## src/rtl/lsu_pkg.sv

```systemverilog
`default_nettype none
// ============================================================================
// Module  : lsu_pkg
// Purpose : Shared definitions for the AXI4-Lite load/store unit: memory op
//           encodings, FSM state encoding, AXI response codes and small op
//           classification helpers.
// Ports   : none (package)
// Revision: 1.0 - initial release
// ============================================================================
package lsu_pkg;

  // EXU op encodings; 8..15 carry no memory access.
  localparam logic [3:0] LSU_LB   = 4'd0;
  localparam logic [3:0] LSU_LH   = 4'd1;
  localparam logic [3:0] LSU_LW   = 4'd2;
  localparam logic [3:0] LSU_LBU  = 4'd3;
  localparam logic [3:0] LSU_LHU  = 4'd4;
  localparam logic [3:0] LSU_SB   = 4'd5;
  localparam logic [3:0] LSU_SH   = 4'd6;
  localparam logic [3:0] LSU_SW   = 4'd7;
  localparam logic [3:0] LSU_NONE = 4'd8;

  // AXI response codes.
  localparam logic [1:0] AXI_OKAY   = 2'b00;
  localparam logic [1:0] AXI_SLVERR = 2'b10;
  localparam logic [1:0] AXI_DECERR = 2'b11;

  typedef enum logic [2:0] {
    S_IDLE = 3'd0,
    S_AR   = 3'd1,
    S_R    = 3'd2,
    S_W    = 3'd3,
    S_B    = 3'd4,
    S_DONE = 3'd5
  } lsu_state_e;

  function automatic logic is_load(input logic [3:0] op);
    return (op <= LSU_LHU);
  endfunction

  function automatic logic is_store(input logic [3:0] op);
    return (op >= LSU_SB) && (op <= LSU_SW);
  endfunction

endpackage
`default_nettype wire

```

## src/rtl/lsu_axil_if.sv

```systemverilog
`default_nettype none
// ============================================================================
// Module  : lsu_axil_if
// Purpose : Bundles the EXU request, WBU result and AXI4-Lite master channels
//           of the load/store unit.
// Ports   : none; modport master = LSU view (drives in_ready, out_*, AR/AW/W
//           valids, rready, bready), modport slave = environment view.
// Revision: 1.0 - initial release
// ============================================================================
interface lsu_axil_if #(
  parameter int XLEN  = 32,
  parameter int BUS_W = 32
);
  import lsu_pkg::*;

  localparam int STRB_W = BUS_W / 8;

  // EXU -> LSU
  logic              in_valid;
  logic              in_ready;
  logic [3:0]        in_op;
  logic [XLEN-1:0]   in_addr;
  logic [XLEN-1:0]   in_wdata;
  // LSU -> WBU
  logic              out_valid;
  logic              out_ready;
  logic [XLEN-1:0]   out_data;
  logic              out_err;
  // AXI4-Lite read
  logic [XLEN-1:0]   araddr;
  logic              arvalid;
  logic              arready;
  logic [BUS_W-1:0]  rdata;
  logic [1:0]        rresp;
  logic              rvalid;
  logic              rready;
  // AXI4-Lite write
  logic [XLEN-1:0]   awaddr;
  logic              awvalid;
  logic              awready;
  logic [BUS_W-1:0]  wdata;
  logic [STRB_W-1:0] wstrb;
  logic              wvalid;
  logic              wready;
  logic [1:0]        bresp;
  logic              bvalid;
  logic              bready;

  modport master (
    input  in_valid, in_op, in_addr, in_wdata, out_ready,
           arready, rdata, rresp, rvalid, awready, wready, bresp, bvalid,
    output in_ready, out_valid, out_data, out_err,
           araddr, arvalid, rready, awaddr, awvalid, wdata, wstrb, wvalid, bready
  );

  modport slave (
    output in_valid, in_op, in_addr, in_wdata, out_ready,
           arready, rdata, rresp, rvalid, awready, wready, bresp, bvalid,
    input  in_ready, out_valid, out_data, out_err,
           araddr, arvalid, rready, awaddr, awvalid, wdata, wstrb, wvalid, bready
  );

endinterface
`default_nettype wire

```

## src/rtl/lsu_axil_lane.sv

```systemverilog
`default_nettype none
// ============================================================================
// Module  : lsu_lane
// Purpose : Combinational byte-lane steering for the load/store unit.
//           Store side builds wdata/wstrb; load side shifts the bus word down
//           to the addressed byte and sign/zero extends it.
// Ports   : op_i      - captured memory op
//           off_i     - byte offset within the bus word
//           st_data_i - store data (rs2)
//           ld_bus_i  - raw AXI read data
//           wdata_o   - store data replicated across lanes
//           wstrb_o   - store byte strobes
//           ld_data_o - extended load result
// Revision: 1.0 - initial release
// ============================================================================
module lsu_lane
  import lsu_pkg::*;
#(
  parameter  int XLEN   = 32,
  parameter  int BUS_W  = 32,
  localparam int STRB_W = BUS_W / 8,
  localparam int OFF_W  = $clog2(STRB_W)
) (
  input  logic [3:0]        op_i,
  input  logic [OFF_W-1:0]  off_i,
  input  logic [XLEN-1:0]   st_data_i,
  input  logic [BUS_W-1:0]  ld_bus_i,
  output logic [BUS_W-1:0]  wdata_o,
  output logic [STRB_W-1:0] wstrb_o,
  output logic [XLEN-1:0]   ld_data_o
);

  logic [STRB_W-1:0] base_strb;
  logic [31:0]       ld_word;

  // Replicating the access-sized datum across every lane puts the right bytes
  // under the strobes whatever the offset, so no data shifter is needed.
  always_comb begin
    base_strb = '0;
    wdata_o   = {(BUS_W/32){st_data_i[31:0]}};
    case (op_i)
      LSU_SB: begin
        base_strb[0] = 1'b1;
        wdata_o      = {STRB_W{st_data_i[7:0]}};
      end
      LSU_SH: begin
        base_strb[1:0] = 2'b11;
        wdata_o        = {(STRB_W/2){st_data_i[15:0]}};
      end
      LSU_SW: base_strb[3:0] = 4'hF;
      default: ;
    endcase
  end

  // Strobes for an access crossing the bus word fall off the top and are lost.
  assign wstrb_o = base_strb << off_i;

  // Only the low word of the shifted bus data is ever consumed.
  assign ld_word = 32'(ld_bus_i >> {off_i, 3'b000});

  always_comb begin
    ld_data_o = '0;
    case (op_i)
      LSU_LB:  ld_data_o = {{(XLEN-8){ld_word[7]}}, ld_word[7:0]};
      LSU_LH:  ld_data_o = {{(XLEN-16){ld_word[15]}}, ld_word[15:0]};
      LSU_LBU: ld_data_o = {{(XLEN-8){1'b0}}, ld_word[7:0]};
      LSU_LHU: ld_data_o = {{(XLEN-16){1'b0}}, ld_word[15:0]};
      LSU_LW:  ld_data_o = XLEN'(ld_word);
      default: ;
    endcase
  end

endmodule
`default_nettype wire

```

## src/rtl/lsu_axil.sv

```systemverilog
`default_nettype none
// ============================================================================
// Module  : lsu_axil
// Purpose : Single-outstanding load/store unit between EXU and WBU, mastering
//           one AXI4-Lite port. Loads run AR then R, stores run AW/W (either
//           order or together) then B, non-memory ops pass in_addr straight
//           to the result.
// Ports   : clk - clock
//           rst - synchronous active-high reset
//           bus - lsu_axil_if.master (EXU request, WBU result, AXI4-Lite)
// Options : LSU_MISALIGN_CHECK_EN - when defined, misaligned half/word
//           accesses bypass the bus and complete with out_err=1.
// Revision: 1.0 - initial release
// ============================================================================
module lsu_axil
  import lsu_pkg::*;
#(
  parameter int XLEN  = 32,
  parameter int BUS_W = 32
) (
  input  logic        clk,
  input  logic        rst,
  lsu_axil_if.master  bus
);

  localparam int STRB_W = BUS_W / 8;
  localparam int OFF_W  = $clog2(STRB_W);

  lsu_state_e        state_q, state_d;
  logic [3:0]        op_q, op_d;
  logic [XLEN-1:0]   addr_q, addr_d;
  logic [XLEN-1:0]   wdata_q, wdata_d;
  logic [XLEN-1:0]   data_q, data_d;
  logic              err_q, err_d;
  logic              aw_done_q, aw_done_d;
  logic              w_done_q, w_done_d;

  logic [BUS_W-1:0]  st_wdata;
  logic [STRB_W-1:0] st_wstrb;
  logic [XLEN-1:0]   ld_data;
  logic              misaligned;

  lsu_lane #(
    .XLEN  (XLEN),
    .BUS_W (BUS_W)
  ) u_lane (
    .op_i      (op_q),
    .off_i     (addr_q[OFF_W-1:0]),
    .st_data_i (wdata_q),
    .ld_bus_i  (bus.rdata),
    .wdata_o   (st_wdata),
    .wstrb_o   (st_wstrb),
    .ld_data_o (ld_data)
  );

`ifdef LSU_MISALIGN_CHECK_EN
  always_comb begin
    misaligned = 1'b0;
    case (bus.in_op)
      LSU_LH, LSU_LHU, LSU_SH: misaligned = bus.in_addr[0];
      LSU_LW, LSU_SW:          misaligned = (bus.in_addr[1:0] != 2'b00);
      default: ;
    endcase
  end
`else
  assign misaligned = 1'b0;
`endif

  always_ff @(posedge clk) begin
    if (rst) begin
      state_q   <= S_IDLE;
      op_q      <= '0;
      addr_q    <= '0;
      wdata_q   <= '0;
      data_q    <= '0;
      err_q     <= 1'b0;
      aw_done_q <= 1'b0;
      w_done_q  <= 1'b0;
    end else begin
      state_q   <= state_d;
      op_q      <= op_d;
      addr_q    <= addr_d;
      wdata_q   <= wdata_d;
      data_q    <= data_d;
      err_q     <= err_d;
      aw_done_q <= aw_done_d;
      w_done_q  <= w_done_d;
    end
  end

  always_comb begin
    state_d   = state_q;
    op_d      = op_q;
    addr_d    = addr_q;
    wdata_d   = wdata_q;
    data_d    = data_q;
    err_d     = err_q;
    aw_done_d = aw_done_q;
    w_done_d  = w_done_q;

    case (state_q)
      S_IDLE: begin
        if (bus.in_valid) begin
          op_d      = bus.in_op;
          addr_d    = bus.in_addr;
          wdata_d   = bus.in_wdata;
          aw_done_d = 1'b0;
          w_done_d  = 1'b0;
          err_d     = 1'b0;
          if (misaligned) begin
            data_d  = '0;
            err_d   = 1'b1;
            state_d = S_DONE;
          end else if (is_load(bus.in_op)) begin
            state_d = S_AR;
          end else if (is_store(bus.in_op)) begin
            state_d = S_W;
          end else begin
            data_d  = bus.in_addr;
            state_d = S_DONE;
          end
        end
      end

      S_AR: begin
        if (bus.arready) state_d = S_R;
      end

      S_R: begin
        if (bus.rvalid) begin
          data_d  = ld_data;
          err_d   = (bus.rresp != AXI_OKAY);
          state_d = S_DONE;
        end
      end

      // Each flag is sticky so its valid drops after its own handshake while
      // the other channel may still be waiting.
      S_W: begin
        if (bus.awready) aw_done_d = 1'b1;
        if (bus.wready)  w_done_d  = 1'b1;
        if (aw_done_d && w_done_d) state_d = S_B;
      end

      S_B: begin
        if (bus.bvalid) begin
          data_d  = '0;
          err_d   = (bus.bresp != AXI_OKAY);
          state_d = S_DONE;
        end
      end

      S_DONE: begin
        if (bus.out_ready) begin
          err_d   = 1'b0;
          state_d = S_IDLE;
        end
      end

      default: state_d = S_IDLE;
    endcase
  end

  assign bus.in_ready  = (state_q == S_IDLE);
  assign bus.arvalid   = (state_q == S_AR);
  assign bus.araddr    = addr_q;
  assign bus.rready    = (state_q == S_R);
  assign bus.awvalid   = (state_q == S_W) && !aw_done_q;
  assign bus.awaddr    = addr_q;
  assign bus.wvalid    = (state_q == S_W) && !w_done_q;
  assign bus.wdata     = st_wdata;
  assign bus.wstrb     = st_wstrb;
  assign bus.bready    = (state_q == S_B);
  assign bus.out_valid = (state_q == S_DONE);
  assign bus.out_data  = data_q;
  assign bus.out_err   = err_q;

endmodule
`default_nettype wire

```

## src/flat_wrapper.sv

```systemverilog
// flat-port wrapper written by rule: the top's interface ports become plain ports
module lsu_axil_flat import lsu_pkg::*;
#(
  parameter int XLEN  = 32,
  parameter int BUS_W = 32
)
  (clk, rst, bus_in_valid, bus_in_op, bus_in_addr, bus_in_wdata, bus_out_ready, bus_arready, bus_rdata, bus_rresp, bus_rvalid, bus_awready, bus_wready, bus_bresp, bus_bvalid, bus_in_ready, bus_out_valid, bus_out_data, bus_out_err, bus_araddr, bus_arvalid, bus_rready, bus_awaddr, bus_awvalid, bus_wdata, bus_wstrb, bus_wvalid, bus_bready);
  lsu_axil_if #(.XLEN(XLEN), .BUS_W(BUS_W)) bus_i ();
  input  logic clk;
  input  logic rst;
  input wire logic [$bits(bus_i.in_valid)-1:0] bus_in_valid;
  input wire logic [$bits(bus_i.in_op)-1:0] bus_in_op;
  input wire logic [$bits(bus_i.in_addr)-1:0] bus_in_addr;
  input wire logic [$bits(bus_i.in_wdata)-1:0] bus_in_wdata;
  input wire logic [$bits(bus_i.out_ready)-1:0] bus_out_ready;
  input wire logic [$bits(bus_i.arready)-1:0] bus_arready;
  input wire logic [$bits(bus_i.rdata)-1:0] bus_rdata;
  input wire logic [$bits(bus_i.rresp)-1:0] bus_rresp;
  input wire logic [$bits(bus_i.rvalid)-1:0] bus_rvalid;
  input wire logic [$bits(bus_i.awready)-1:0] bus_awready;
  input wire logic [$bits(bus_i.wready)-1:0] bus_wready;
  input wire logic [$bits(bus_i.bresp)-1:0] bus_bresp;
  input wire logic [$bits(bus_i.bvalid)-1:0] bus_bvalid;
  output wire logic [$bits(bus_i.in_ready)-1:0] bus_in_ready;
  output wire logic [$bits(bus_i.out_valid)-1:0] bus_out_valid;
  output wire logic [$bits(bus_i.out_data)-1:0] bus_out_data;
  output wire logic [$bits(bus_i.out_err)-1:0] bus_out_err;
  output wire logic [$bits(bus_i.araddr)-1:0] bus_araddr;
  output wire logic [$bits(bus_i.arvalid)-1:0] bus_arvalid;
  output wire logic [$bits(bus_i.rready)-1:0] bus_rready;
  output wire logic [$bits(bus_i.awaddr)-1:0] bus_awaddr;
  output wire logic [$bits(bus_i.awvalid)-1:0] bus_awvalid;
  output wire logic [$bits(bus_i.wdata)-1:0] bus_wdata;
  output wire logic [$bits(bus_i.wstrb)-1:0] bus_wstrb;
  output wire logic [$bits(bus_i.wvalid)-1:0] bus_wvalid;
  output wire logic [$bits(bus_i.bready)-1:0] bus_bready;
  assign bus_i.in_valid = bus_in_valid;
  assign bus_i.in_op = bus_in_op;
  assign bus_i.in_addr = bus_in_addr;
  assign bus_i.in_wdata = bus_in_wdata;
  assign bus_i.out_ready = bus_out_ready;
  assign bus_i.arready = bus_arready;
  assign bus_i.rdata = bus_rdata;
  assign bus_i.rresp = bus_rresp;
  assign bus_i.rvalid = bus_rvalid;
  assign bus_i.awready = bus_awready;
  assign bus_i.wready = bus_wready;
  assign bus_i.bresp = bus_bresp;
  assign bus_i.bvalid = bus_bvalid;
  assign bus_in_ready = bus_i.in_ready;
  assign bus_out_valid = bus_i.out_valid;
  assign bus_out_data = bus_i.out_data;
  assign bus_out_err = bus_i.out_err;
  assign bus_araddr = bus_i.araddr;
  assign bus_arvalid = bus_i.arvalid;
  assign bus_rready = bus_i.rready;
  assign bus_awaddr = bus_i.awaddr;
  assign bus_awvalid = bus_i.awvalid;
  assign bus_wdata = bus_i.wdata;
  assign bus_wstrb = bus_i.wstrb;
  assign bus_wvalid = bus_i.wvalid;
  assign bus_bready = bus_i.bready;
  lsu_axil #(.XLEN(XLEN), .BUS_W(BUS_W)) u_core (.clk(clk), .rst(rst), .bus(bus_i));
endmodule
```

## config.mk

```make
export PLATFORM = sky130hd
export DESIGN_NAME = lsu_axil_flat
export DESIGN_NICKNAME = d
export VERILOG_FILES = /design/src/rtl/lsu_pkg.sv /design/src/rtl/lsu_axil_if.sv /design/src/rtl/lsu_axil_lane.sv /design/src/rtl/lsu_axil.sv /design/src/flat_wrapper.sv
export SDC_FILE = /design/constraint.sdc
export NUM_CORES = 1
export LEC_CHECK = 0
export BUFFER_PORTS_ARGS = -buffer_cell sky130_fd_sc_hd__buf_2
export CAP_MARGIN = 25
export CORE_MARGIN = 2
export CORE_UTILIZATION = 45
export CTS_CLUSTER_SIZE = 20
export DETAILED_ROUTE_END_ITERATION = 7
export PLACE_DENSITY = 0.77
export SLEW_MARGIN = 20
export SYNTH_ARGS = -nofsm -noshare
export SYNTH_HDL_FRONTEND = slang
export SYNTH_SLANG_ARGS = --single-unit
```

## constraint.sdc

```tcl
create_clock -name clk -period 5.7 [get_ports clk]
set_input_delay 0.285 -clock clk [delete_from_list [all_inputs] [get_ports clk]]
set_output_delay 0.285 -clock clk [all_outputs]
set_load 0.05 [all_outputs]
```

==> summary.md, run 1 <==
- **run status** complete, no violations
- **Tightest Hold Check Type** in2reg
- **launch point of the worst path** u_core.op_q[2]$_SDFFE_PP0P_
- **unrepaired setup endpoints after global routing** false
- **Post-synth EDFFs** 0
- **leakage component of the power** 3.16 nW
- **top cells by instance count after synthesis** 151 x sky130_fd_sc_hd__nand2_1, 112 x sky130_fd_sc_hd__a21oi_1, 106 x sky130_fd_sc_hd__dfxtp_1, 57 x sky130_fd_sc_hd__nor2_1, 45 x sky130_fd_sc_hd__clkbuf_1
- **estimated wirelength of the detail-placed design** 13000 um
- **count of max-cap constraint violations** 0
- **Die ar.** 13700 sq um
- **post-route clock period utilization** 50.5%
- **maximum number of pins on one net before global-route repair** 71
- **Antenna Diode Count** 0
- **count of instances resized after the clock tree is built** 0
- **fmax** 347 MHz
- **Hold Slack** 160 ps
- **Worst Setup Slack, final** 2820 ps
- **hold path start** bus_in_wdata[20]
- **# setup viols final** 0
- **most frequently used cell type in the post-synthesis netlist** sky130_fd_sc_hd__nand2_1
- **aggregate negative setup slack** 0 ps
- **worst supply voltage drop on vdd** 260 uV
- **number of levels the H-tree was split into** 3
- **placer's final routability congestion estimate** 0.883
- **Routed Antenna Nets** 0
- **Synth area leader** sky130_fd_sc_hd__dfxtp_1
- **Longest Clk Path Bufs** 2
- **GRT Resource Usage Total** 25.6%
- **total number of yosys warnings** 0
- **number of buffers inserted by hold repair at cts** 0
- **TritonCTS clock tree** yes
- **critical path launch point type** register
- **vias in the first global route** 5146
- **total length of routed wires** 18200 um
- **Setup WS pre-CTS** 3180 ps
- **cells after synthesis** 764
- **main flop type after synthesis** sky130_fd_sc_hd__dfxtp_1
- **max_slew headroom** 36.7%
- **post-synth design cell area** 5750 sq um
- **number of buffers added on ports** 252
- **Worst Path Arrival** 2600 ps
- **Clk pin slew, worst setup/hold paths** 70 ps
- **sequential fraction of the synthesis area** 36.9%
- **Power per Cell Area** 572 nW/um^2
- **maximum net fanout on the critical path** 11
- **die boundary width** 117 um
- **top-level I/O count** 253
- **Mapped Nets** 877
- **critical register-to-register path startpoint** u_core.state_q[2]$_SDFFE_PP0P_
- **critical path class** reg2out
- **final-report max-slew violation count** 0
- **wire length of the first global-routing pass** 27100 um
- **portion of synthesized cell area occupied by the leading cell type** 36.9%
- **average size of a mapped cell** 7.52 sq um
- **CTS root buf** sky130_fd_sc_hd__clkbuf_16
- **insertion delay to the later sink of the worst-skew pair** 360 ps
- **Filler Cell Count** 1266
- **final design utilization** 56.2%
- **clock period minus final worst setup slack** 2880 ps
- **std cell rows** 41
- **WL/cell** 16.5 um
- **DR vias** 5961
- **number of distinct library cells after synthesis** 47
- **Yosys reg bits** 106
- **Final Skew** 7.68 ps
- **dominant cells by area after synthesis** sky130_fd_sc_hd__dfxtp_1 37%, sky130_fd_sc_hd__nand2_1 9.9%, sky130_fd_sc_hd__a21oi_1 9.8%
- **Core ar.** 12500 sq um
- **share of cells above drive strength 1** 32.6%
- **starting density of the core** 45.9%
- **P&R area growth vs syn** 22.4%
- **detail-routed via count per cell** 5.38
- **initial antenna violation count** 0
- **iteration-0 DRC count of the detailed router** 457
- **count of nets after finishing** 1043
- **DIE HEIGHT** 117 um
- **number of buffers created by CTS** 9
- **worst path required time** 5410 ps
- **Post CTS Setup Buffer Count** 0
- **final count of hold timing violations** 0
- **overflow left after global routing** 0
- **number of remaining DRC errors** 0
- **Slew @ Worst Pin** 945 ps
- **number of iterations in the first detailed-routing pass** 5
- **Setup crit end kind** output port
- **async set-or-reset flop fraction in the synthesized netlist** 0%
- **count of clock tree sinks** 106
cell usage in the layout (no fill, tap or decap), drive strengths merged, types with 2 or more instances in the layout:
cell type | synthesis | final
clkinvlp | 0 | 2
nor4b | 2 | 2
o211ai | 3 | 3
nor2b | 14 | 14
o31ai | 9 | 9
o21a | 2 | 2
a22oi | 2 | 2
and2 | 4 | 4
nand2b | 12 | 12
mux2 | 18 | 18
xnor2 | 2 | 2
a21oi | 112 | 112
inv | 4 | 5
nor3 | 32 | 32
nor3b | 2 | 2
nand2 | 151 | 151
o21ai | 16 | 16
o22ai | 26 | 26
and3 | 7 | 7
buf | 62 | 261
nor2 | 57 | 57
o2bb2ai | 8 | 8
clkinv | 0 | 3
a221oi | 26 | 26
dfxtp | 106 | 106
mux2i | 18 | 18
clkbuf | 45 | 11
a211oi | 9 | 9
final timing paths:
check	slack, ps	cells after the start	endpoint
worst max-delay path	2820	4	bus_wdata[23]
worst min-delay path	160	3	u_core.wdata_q[20]$_SDFFE_PP0P_
worst max register to register	3130	7	u_core.bus.out_data[12]$_SDFFE_PP0P_
worst min register to register	460	2	u_core.wdata_q[17]$_SDFFE_PP0P_
metrics by stage:
stage / instances / area, sq um / total power [mW]
floorplan: 764 / 5750 / 2.97
global placement: 1090 / 6760 / 3.42
detailed placement: 1090 / 6760 / 3.44
CTS: 1106 / 7030 / 4.03
global route: 1107 / 7030 / 4.26
finish: 1107 / 7030 / 4.02
cell families (layout without fill, tap and decap cells):
logic type,count (synthesis),count (layout),synth area share [%]
muxes,36,36,6.66
DFF,106,106,36.9
AOI/OAI and AO/OA,220,220,23.6
and+or+nand+nor,288,288,22.1
buffers and inverters,111,282,10.2
xor gates and xnor gates,3,3,0.457
routing by layer:
layer | wire, um | part of all wire, % | GRT usage (%)
met1 | 7780 | 43 | 33.2
met5 | 0 | 0 | 0
met2 | 8540 | 47 | 41.6
met4 | 397 | 2.2 | 10.3
met3 | 1520 | 8.3 | 5.30
area by class of cell:
cell class              instances  area (sq um)  area share (%)
clock buffers                  10           229            3.26
inverters                       4          15.0           0.213
multi-input cells             547          3070            43.7
flip-flops and latches        106          2120            30.2
clock inverters                 6          42.5           0.605
well taps                     172           215            3.06
repair buffers                262          1340            19.0
critical path, stage by stage (launching register included):
cell,delay (ps)
sky130_fd_sc_hd__dfxtp_1,530
sky130_fd_sc_hd__nor2b_1,670
sky130_fd_sc_hd__nand2_1,440
sky130_fd_sc_hd__mux2_2,380
sky130_fd_sc_hd__buf_2,210
flip-flops by register name (all words and copies together), names as in the netlist:
register and cells:
u_core.aw_done_q 1, u_core.bus.araddr 32, u_core.bus.out_data 32, u_core.bus.out_err 1, u_core.op_q 4, u_core.state_q 3
u_core.w_done_q 1, u_core.wdata_q 32
power breakdown:
group          leakage [nW]  switching, mW  internal (mW)  total (mW)
combinational          2.16           1.70          0.599        2.30
sequential            0.869          0.185          0.943        1.13
clock                 0.129          0.294          0.298       0.592
total                  3.16           2.18           1.84        4.02
Note: power is estimated with default switching activity, not from simulation.
==> run 2, diff against run 1 <==
--- a/config.mk
+++ b/config.mk
@@ -8,7 +8,7 @@
 export BUFFER_PORTS_ARGS = -buffer_cell sky130_fd_sc_hd__buf_2
 export CAP_MARGIN = 25
 export CORE_MARGIN = 2
-export CORE_UTILIZATION = 45
+export CORE_UTILIZATION = 43
 export CTS_CLUSTER_SIZE = 20
 export DETAILED_ROUTE_END_ITERATION = 7
 export PLACE_DENSITY = 0.77
==> constraint.sdc (replaced) <==
create_clock -name clk -period 2.5 [get_ports clk]
set_input_delay 0.125 -clock clk [delete_from_list [all_inputs] [get_ports clk]]
set_output_delay 0.125 -clock clk [all_outputs]
set_load 0.05 [all_outputs]
==> summary.md, run 2 (synthesized netlist as in run 1, its figures left out) <==
- **series of cell instances along the critical path** nand2b_1 -> nor3_2 -> buf_4 -> mux2_2 -> buf_2
- **cell with the largest stage delay on the worst path** sky130_fd_sc_hd__dfxtp_1
- **critical path launch point type** register
- **overflow left after global routing** 0
- **DR vias** 6170
- **max_slew headroom** 34.3%
- **Crit Reg-Reg Endpoint** u_core.bus.out_data[13]$_SDFFE_PP0P_
- **Clk pin slew, worst setup/hold paths** 70 ps
- **Longest Clk Path Bufs** 2
- **leading cell types in the layout, fill and taps excluded** 251 x sky130_fd_sc_hd__buf_2, 150 x sky130_fd_sc_hd__nand2_1, 112 x sky130_fd_sc_hd__a21oi_1
- **# setup viols final** 0
- **Die ar.** 14300 sq um
- **run status** complete, no violations
- **placer's final routability congestion estimate** 0.838
- **count of max-cap constraint violations** 0
- **layer with the highest usage** met2
- **worst path required time** 2380 ps
- **leakage component of the power** 3.38 nW
- **number of buffers added on ports** 252
- **TritonCTS clock tree** yes
- **GR Layer Usage met2** 42.8%
- **Routed Antenna Nets** 0
- **Worst Setup Slack, final** 169 ps
- **fmax** 429 MHz
- **iteration-0 DRC count of the detailed router** 567
- **Slew @ Worst Pin** 976 ps
- **std cell rows** 42
- **placed instance area** 6910 sq um
- **clock period minus final worst setup slack** 2330 ps
- **final design utilization** 57.0%
- **vias in the first global route** 5550
- **leading cell type in the layout, fill and taps excluded** sky130_fd_sc_hd__buf_2
- **critical path class** reg2out
- **count of clock tree sinks** 106
- **maximum net fanout on the critical path** 11
- **share of cells above drive strength 1** 33.1%
- **Post CTS Setup Buffer Count** 0
- **number of levels the H-tree was split into** 3
- **post-route clock period utilization** 93.3%
- **count of nets after finishing** 1087
- **starting density of the core** 43.7%
- **Tightest Hold Check Type** in2reg
- **Worst Path Arrival** 2210 ps
- **Setup WS pre-CTS** 357 ps
- **worst supply voltage drop on vdd** 470 uV
- **hold path endpoint** u_core.wdata_q[22]$_SDFFE_PP0P_
- **top-level I/O count** 253
- **CTS root buf** sky130_fd_sc_hd__clkbuf_16
- **number of iterations in the first detailed-routing pass** 5
- **number of buffers created by CTS** 9
- **hold path start** bus_in_wdata[22]
- **biggest cell delay along the critical path** 580 ps
- **wire length of the first global-routing pass** 28900 um
- **final-report max-slew violation count** 0
- **Final Skew** 6.08 ps
- **worst-case register-to-register setup slack** 340 ps
- **final count of hold timing violations** 0
- **critical register-to-register path startpoint** u_core.state_q[2]$_SDFFE_PP0P_
- **Power per Cell Area** 1250 nW/um^2
- **number of remaining DRC errors** 0
- **area of all placed cells without fillers** 7490 sq um
- **P&R area growth vs syn** 30.4%
- **logic depth of the worst register-to-register path** 6
- **estimated wirelength of the detail-placed design** 13400 um
- **GRT Resource Usage Total** 25.4%
- **maximum number of pins on one net before global-route repair** 64
- **initial antenna violation count** 2
- **total length of routed wires** 18600 um
- **WL/cell** 16.1 um
- **detail-routed via count per cell** 5.34
- **Setup crit end kind** output port
- **unrepaired setup endpoints after global routing** false
- **cell depth of the worst min-delay path** 3
- **Antenna Diode Count** 0
- **fraction of met3 tracks used by global routing** 6.32%
- **DIE HEIGHT** 120 um
- **insertion delay to the later sink of the worst-skew pair** 350 ps
- **Core ar.** 13100 sq um
- **GR Layer Usage met1** 32.2%
- **die boundary width** 120 um
==> run 2: changes by cell type in the layout (fill, tap and decap cells not counted), moves of 2 or more <==
cell	before	now
sky130_fd_sc_hd__dlygate4sd3_1	0	29
sky130_fd_sc_hd__buf_4	10	25
sky130_fd_sc_hd__clkbuf_8	0	2
sky130_fd_sc_hd__clkinv_2	2	0
==> run 2: cell type report <==
| cell class | count | area (sq um) |
|---|---|---|
| Fill cell | 1250 | 5640 |
| Multi-Input combinational cell | 547 | 3080 |
| Sequential cell | 106 | 2120 |
| Timing Repair Buffer | 306 | 1750 |
| Clock buffer | 11 | 253 |
| Tap cell | 176 | 220 |
| Clock inverter | 5 | 43.8 |
| Inverter | 4 | 15.0 |
==> run 2: worst max path at each step <==
| stage | from | to | slack [ps] | cells after the start |
|---|---|---|---|---|
| finish | u_core.op_q[2]$_SDFFE_PP0P_ | bus_wdata[10] | 170 | 5 |
| global route | u_core.op_q[3]$_SDFFE_PP0P_ | bus_wdata[24] | 30 | 7 |
| global placement | u_core.state_q[2]$_SDFFE_PP0P_ | u_core.bus.out_data[11]$_SDFFE_PP0P_ | 390 | 6 |
| CTS | u_core.op_q[0]$_SDFFE_PP0P_ | bus_wdata[10] | 110 | 6 |
| detailed placement | u_core.state_q[2]$_SDFFE_PP0P_ | u_core.bus.out_data[13]$_SDFFE_PP0P_ | 360 | 6 |
| floorplan | u_core.bus.araddr[1]$_SDFFE_PP0P_ | bus_wstrb[2] | -90 | 5 |
==> run 2: worst max-delay path: cells and delay by family, from the launching register on <==
family | cells | cell delay [ps]
simple gates | 2 | 480
buf+inv | 2 | 420
mux | 1 | 370
flops | 1 | 580
==> run 2: repair_timing <==
action	4_1_cts	5_1_grt
gates resized for setup	0	1
setup endpoints to repair	0	5
endpoints found under the hold margin	29	0
hold buffers	29	0
==> run 2: stage by stage <==
stage	hold WS [ps]	setup TNS, ps	power [mW]	instances
after CTS	2.61	0	9.42	1155
final	14.8	0	9.39	1155
after global routing	7.47	0	9.93	1155
after floorplan	261	-126	6.78	764
after global placement	367	0	7.90	1110
after detailed placement	371	0	7.95	1110
==> run 2: layer usage <==
layer | wire (um) | vias to the layer above | share of wire [%]
li1 | - | 3064 | -
met1 | 7880 | 2816 | 42
met2 | 8900 | 258 | 48
met3 | 1460 | 28 | 7.9
met4 | 311 | 4 | 1.7
met5 | 27 | - | 0.15
==> run 2: power breakdown <==
part	internal [mW]	total (mW)	switching, mW
logic	1.49	5.43	3.94
clock network	0.745	1.42	0.678
registers	2.15	2.53	0.378
total	4.39	9.39	5.00
